### config.mk
export PLATFORM = sky130hd
export DESIGN_NAME = constant_seq
export DESIGN_NICKNAME = d
export VERILOG_FILES = /design/src/rtl/constant_seq_pkg.sv /design/src/rtl/seq_counter.sv /design/src/rtl/constant_seq.sv
export SDC_FILE = /design/constraint.sdc
export NUM_CORES = 1
export LEC_CHECK = 0
export BUFFER_PORTS_ARGS = -buffer_cell sky130_fd_sc_hd__buf_2
export CORE_AREA = 2 2 39 41
export DETAILED_ROUTE_END_ITERATION = 12
export DIE_AREA = 0 0 41 43
export PLACE_DENSITY = 0.66
export SLEW_MARGIN = 20
export SYNTH_ARGS = -nofsm -noshare
export SYNTH_HDL_FRONTEND = slang
export SYNTH_HIERARCHICAL = 1
export SYNTH_SLANG_ARGS = --single-unit
### constraint.sdc
create_clock -name clk -period 1.3 [get_ports clk]
set_clock_uncertainty 0.15 [all_clocks]
set_input_delay 0.13 -clock clk [delete_from_list [all_inputs] [get_ports clk]]
set_output_delay 0.13 -clock clk [all_outputs]
set_load 0.02 [all_outputs]
### src/rtl/constant_seq_pkg.sv
// Shared types and helpers for the constant_seq strided-constant source.
package constant_seq_pkg;

  typedef enum logic [0:0] {
    CS_IDLE,
    CS_EMIT
  } cs_state_t;

  // Beat counter width: max(1, $clog2(repeat_n)).
  function automatic int unsigned cnt_w(input int unsigned repeat_n);
    if (repeat_n <= 2) begin
      return 1;
    end
    return $clog2(repeat_n);
  endfunction

endpackage

### src/rtl/seq_counter.sv
// Beat counter plus value accumulator for one burst of the strided sequence.
module seq_counter
  import constant_seq_pkg::*;
#(
  parameter int unsigned DATA_WIDTH = 32,
  parameter int unsigned VALUE      = 1,
  parameter int unsigned STRIDE     = 0,
  parameter int unsigned REPEAT     = 1
) (
  input  logic                  clk,
  input  logic                  rst,
  input  logic                  load,
  input  logic                  step,
  output logic [DATA_WIDTH-1:0] value,
  output logic                  last
);

  localparam int unsigned CntW = cnt_w(REPEAT);
  localparam logic [DATA_WIDTH-1:0] ValueW  = DATA_WIDTH'(VALUE);
  localparam logic [DATA_WIDTH-1:0] StrideW = DATA_WIDTH'(STRIDE);
  localparam logic [CntW-1:0]       LastCnt = CntW'(REPEAT - 1);

  logic [CntW-1:0]       cnt_q, cnt_d;
  logic [DATA_WIDTH-1:0] value_q, value_d;

  // Load restarts the burst and takes priority over stepping.
  always_comb begin
    cnt_d   = cnt_q;
    value_d = value_q;
    if (load) begin
      cnt_d   = '0;
      value_d = ValueW;
    end else if (step) begin
      cnt_d   = cnt_q + CntW'(1);
      value_d = value_q + StrideW;
    end
  end

  always_ff @(posedge clk or posedge rst) begin
    if (rst) begin
      cnt_q   <= '0;
      value_q <= ValueW;
    end else begin
      cnt_q   <= cnt_d;
      value_q <= value_d;
    end
  end

  assign value = value_q;
  assign last  = (cnt_q == LastCnt);

endmodule

### src/rtl/constant_seq.sv
// Elastic constant source: each accepted control token yields a REPEAT-beat
// burst VALUE, VALUE+STRIDE, ... with the final beat flagged.
module constant_seq
  import constant_seq_pkg::*;
#(
  parameter int unsigned DATA_WIDTH = 32,
  parameter int unsigned VALUE      = 1,
  parameter int unsigned STRIDE     = 0,
  parameter int unsigned REPEAT     = 1
) (
  input  logic                  clk,
  input  logic                  rst,
  input  logic                  ctrl_valid,
  output logic                  ctrl_ready,
  output logic [DATA_WIDTH-1:0] outs,
  output logic                  outs_last,
  output logic                  outs_valid,
  input  logic                  outs_ready
);

  cs_state_t state_q, state_d;
  logic      load, step, cnt_last, out_fire;

  seq_counter #(
    .DATA_WIDTH (DATA_WIDTH),
    .VALUE      (VALUE),
    .STRIDE     (STRIDE),
    .REPEAT     (REPEAT)
  ) u_seq_counter (
    .clk   (clk),
    .rst   (rst),
    .load  (load),
    .step  (step),
    .value (outs),
    .last  (cnt_last)
  );

  assign outs_valid = (state_q == CS_EMIT);
  assign outs_last  = outs_valid && cnt_last;
  assign out_fire   = outs_valid && outs_ready;
  // Accepting on the final beat lets the next burst follow with no bubble.
  assign ctrl_ready = (state_q == CS_IDLE) || (out_fire && outs_last);

  always_comb begin
    state_d = state_q;
    load    = 1'b0;
    step    = 1'b0;
    unique case (state_q)
      CS_IDLE: begin
        if (ctrl_valid) begin
          state_d = CS_EMIT;
          load    = 1'b1;
        end
      end
      CS_EMIT: begin
        if (out_fire) begin
          if (cnt_last) begin
            if (ctrl_valid) begin
              load = 1'b1;
            end else begin
              state_d = CS_IDLE;
            end
          end else begin
            step = 1'b1;
          end
        end
      end
      default: state_d = CS_IDLE;
    endcase
  end

  always_ff @(posedge clk or posedge rst) begin
    if (rst) begin
      state_q <= CS_IDLE;
    end else begin
      state_q <= state_d;
    end
  end

endmodule

Yosys cells after proc, flatten, opt, wreduce, memory -nomap -nowiden
Cells that the tools add are included.
{"block": "classes", "add_sub_neg": 1, "muxes": 13, "n_bitwise": 2, "n_reduce_logical": 5}
{"cell": "32-bit 2-to-1 mux", "count": 1}
{"cell": "1-bit 2-to-1 mux", "count": 10}
{"cell": "1-bit case mux with 2 select lines", "count": 2}
{"cell": "1-bit logical AND", "count": 3}
{"cell": "1-bit NOT", "count": 2}
{"cell": "2-bit nonzero test", "count": 1}
{"cell": "1-bit adder, second input constant", "count": 1}
{"cell": "1-bit logical OR", "count": 1}
{"block": "totals", "reg_bits": 34, "elab_cells": 24}

Depth between registers and ports, before layout
{"block": "logic_depth", "depth_word": 5, "depth_mapped": 4, "mapped_depth_nobuf": 4}

By module
The synthesis kept the hierarchy.
{"mod": "seq_counter", "instances": 1, "cells_per_inst": 39, "area_each_um2": 292.8}
{"mod": "constant_seq", "instances": 1, "cells_per_inst": 9, "area_each_um2": 78.8}

Least setup slack after synthesis
No wires, ideal clock.
{"block": "synth_timing", "path_type": "register to register", "from": "register state_q (netlist: outs_valid)", "to": "register state_q (netlist: outs_valid)", "setup_time_ns": 0.124, "arrival_ns": 0.810, "required_ns": 1.026, "setup_slack_ns": 0.216, "path_stages_with_launch": 3, "period_less_slack_ns": 1.084, "cell_sequence": "dfrtp_1 a21boi_4 or2_1"}
{"block": "synth_between", "elab_chain_len": 3}
{"item": "start, declared", "line": "constant_seq.sv:21", "source": "cs_state_t state_q, state_d;"}
{"item": "start signal, assigned", "line": "constant_seq.sv:76", "source": "state_q <= state_d;"}
{"item": "1-bit logical AND", "line": "constant_seq.sv:40", "source": "assign out_fire = outs_valid && outs_ready;"}
{"item": "1-bit 2-to-1 mux", "line": "constant_seq.sv:56", "source": "if (out_fire) begin"}
{"item": "1-bit case mux with 2 select lines *", "line": "constant_seq.sv:48", "source": "unique case (state_q)"}
{"item": "net state_d", "line": "constant_seq.sv:21"}
The timed path passes the listed nets; every way through them passes the cells marked *.
A chain may end at the register's enable or synchronous reset.

Worst setup path in the final report
{"block": "layout_timing", "from": "register state_q (netlist: outs_valid)", "to": "output port ctrl_ready"}
{"block": "layout_between", "elab_chain_len": 3}
{"item": "1-bit logical AND, on equally long branches", "line": "constant_seq.sv:40, constant_seq.sv:39"}
{"item": "1-bit logical AND", "line": "constant_seq.sv:42", "source": "assign ctrl_ready = (state_q == CS_IDLE) || (out_fire && outs_last);"}
{"item": "1-bit logical OR *", "line": "constant_seq.sv:42"}
{"item": "end, declared", "line": "constant_seq.sv:14", "source": "output logic ctrl_ready,"}
Mark *: on every way between the ends. The rest lies on a longest branch, timed or not.

==> results.tsv <==
stage	metric	value	unit
routing	vias	210	
pwr	finalPower	0.000334	W
critical_path	r2r_slack	0.26	ns
critical_path	critPathKind	reg2out	
die	start_util	0.269	
critical_path	max_stage_delay	0.38	ns
die	core	1380	µm²
routing	drt-initial-drc-count	0	
critical_path	crit_path_top_delay_cell	dfrtp_1	
yosys	ys_ff_latch	2	
critical_path	end_kind	output pin	
routing	avgRoutedWirePerCell	5.59	µm
pwr	leakage	0.220	nW
clock_tree	cts_buffers	3	
timing	rsz0062_at_grt	true	
final_layout	final_cells	74	
yosys	synth_warnings	6	
clock_tree	cts.sinks	2	
final_layout	final_nets	64	
critical_path	r2r-start	outs_valid	
pwr	ir_worst_vdd	344	µV
pwr	power.switching	0.000141	W
critical_path	worstSetupStartpoint	outs_valid	
pwr	swShare	0.422	
pwr	power_frac_clock	0.413	
timing	setup-violations-final	0	
placement	place_inst	68	
pwr	power.internal	0.000193	W
yosys	ys_types	11	
routing	drc	0	
timing	hold_viol	0	
critical_path	r2r_cells	2	
clock_tree	htreeDepth	1	
timing	fin_crit_sh	0.974	
timing	slew_viol_final	0	
timing	setup_ws	0.0341	ns
pwr	cellPowerDensity	946	nW/µm²
routing	drtAntennaViolNets	0	
die	dieArea	1760	µm²
grt	grt_max_degree	5	
die	ios	39	
critical_path	crit_end	ctrl_ready	
pwr	seqPwrFrac	0.201	
clock_tree	clk_pin_slew	0.03	ns
critical_path	crit_chain	a21boi_4, inv_2, buf_6	
grt	antenna_found_initial	0	
critical_path	critPathLaunchType	flop	
worst_hold_path	hold_path.class	in2async	
placement	dp_worst_setup_slack	0.223	ns
placement	io_buffers	6	
clock_tree	tritoncts	done	
timing	fmax	0.790	GHz
run_status	outcome	finished, final reports clean	
final_layout	syn_to_final_growth	-5.05	%
timing	finalSetupTns	0	ns
die	dieHeight	43	µm
critical_path	required	1.02	ns
final_layout	drive_above_1_share	0.241	
clock_tree	insertion_delay	0.23	ns
final_layout	n_antenna_cell	0	
critical_path	crit_fanout	4	
grt	overflow	0	
placement	hpwlAfterDp	310	µm
critical_path	r2r-end	outs_valid	
die	die_w	41	µm
final_layout	final_util	0.255	
die	rows	14	
placement	gp_routability_congestion	0.611	
clock_tree	clk_path_buf_depth	2	
grt	track_usage	0.0532	
yosys	syn_inst	48	
grt	grt_pass1_vias	154	
yosys	syn_area	372	µm²
critical_path	cp.arrival	0.99	ns
clock_tree	root_buffer	clkbuf_4	
yosys	synth.avg_cell_area	7.74	µm²
timing	min_period	1.27	ns
routing	viasPerCell	2.84	
routing	wl	414	µm
final_layout	fillers	160	
pwr	combPwrFrac	0.386	
job	cap_violations	0	
grt	grt_pass1_wl	503	µm
yosys	ys_seq_area_frac	0.135	
routing	first_pass_iters	1	
per-stage QoR:
stage / hold WS [ns] / cell area (µm²)
6_report: 0.137 / 353
5_1_grt: 0.131 / 353
4_1_cts: 0.122 / 344
3_5_place_dp: -0.174 / 294
3_3_place_gp: -0.175 / 294
2_1_floorplan: -0.291 / 484
layout make-up:
cell class	count	area, µm²	area share
Tap cell	16	20.0	0.0567
Timing Repair Buffer	9	66.3	0.188
Multi-Input combinational cell	40	179	0.507
Sequential cell	2	50.0	0.142
Inverter	4	15.0	0.0426
Clock buffer	3	22.5	0.0638
cell usage in the layout (no fill, tap or decap):
cell / instances
a21boi_4: 1
and2_2: 1
buf_2: 4
buf_4: 2
buf_6: 1
clkbuf_4: 3
conb_1: 32
dfrtp_1: 2
dlygate4sd3_1: 2
inv_1: 2
inv_2: 2
nand2_1: 1
nor2_1: 2
nor2b_1: 1
or2_1: 1
xnor2_1: 1
state kept, by name (all words and copies together) (netlist names):
| register | flops |
|---|---|
| outs_valid | 1 |
| u_seq_counter/cnt_q | 1 |
Yosys cell counts, drive strengths merged:
| cell | count | share of area |
|---|---|---|
| buf | 32 | 0.65 |
| inv | 4 | 0.040 |
| conb | 2 | 0.020 |
| dfrtp | 2 | 0.13 |
| nor2 | 2 | 0.020 |
| a21boi | 1 | 0.051 |
| and2 | 1 | 0.020 |
| nand2 | 1 | 0.010 |
| nor2b | 1 | 0.017 |
| or2 | 1 | 0.017 |
| xnor2 | 1 | 0.024 |
worst min path at each step:
| stage | startpoint | endpoint | slack, ns | cells after the start |
|---|---|---|---|---|
| 2_1_floorplan | rst | outs_valid | -0.29 | 1 |
| 3_3_place_gp | rst | outs_valid | -0.17 | 2 |
| 3_5_place_dp | rst | u_seq_counter/cnt_q | -0.17 | 2 |
| 4_1_cts | outs_ready | u_seq_counter/cnt_q | 0.12 | 4 |
| 5_1_grt | rst | u_seq_counter/cnt_q | 0.13 | 3 |
| 6_report | rst | u_seq_counter/cnt_q | 0.14 | 3 |
per-layer routing:
metal | vias up | part of all wire | track usage
met5 | - | 0 | 0
met4 | 0 | 0.041 | 0.100
met3 | 2 | 0.17 | 0.0314
met2 | 23 | 0.55 | 0.0750
met1 | 90 | 0.24 | 0.0257
li1 | 95 | - | -
power by group through the flow:
stage                     clock [W]  combinational [W]  sequential, W
final                      0.000138           0.000129      0.0000671
after global routing       0.000152           0.000139      0.0000676
after global placement            0           0.000114      0.0000677
after detailed placement          0           0.000114      0.0000678
after CTS                  0.000147           0.000122      0.0000670
after floorplan                   0           0.000172      0.0000699
repair_timing:
item | CTS | global route
hold buffers | 2 | 0
setup endpoints to repair | 2 | 2
endpoints found under the hold margin | 3 | 0
resized for setup | 1 | 4
setup buffers | 1 | 0
critical path, delay by kind of cell (launching register included):
kind	cells	cell delay (ns)
flops	1	0.38
compound gates	1	0.21
buf+inv	2	0.17
cells by family after synthesis:
group                  count (synthesis)  share of synthesized area
XOR/XNOR                               1                     0.0236
AO/OA/AOI/OAI                          1                     0.0505
flip-flops                             2                      0.135
AND/OR/NAND/NOR                        6                     0.0842
other                                  2                     0.0202
buffers and inverters                 36                      0.687
(Power assumes the default switching activity.)
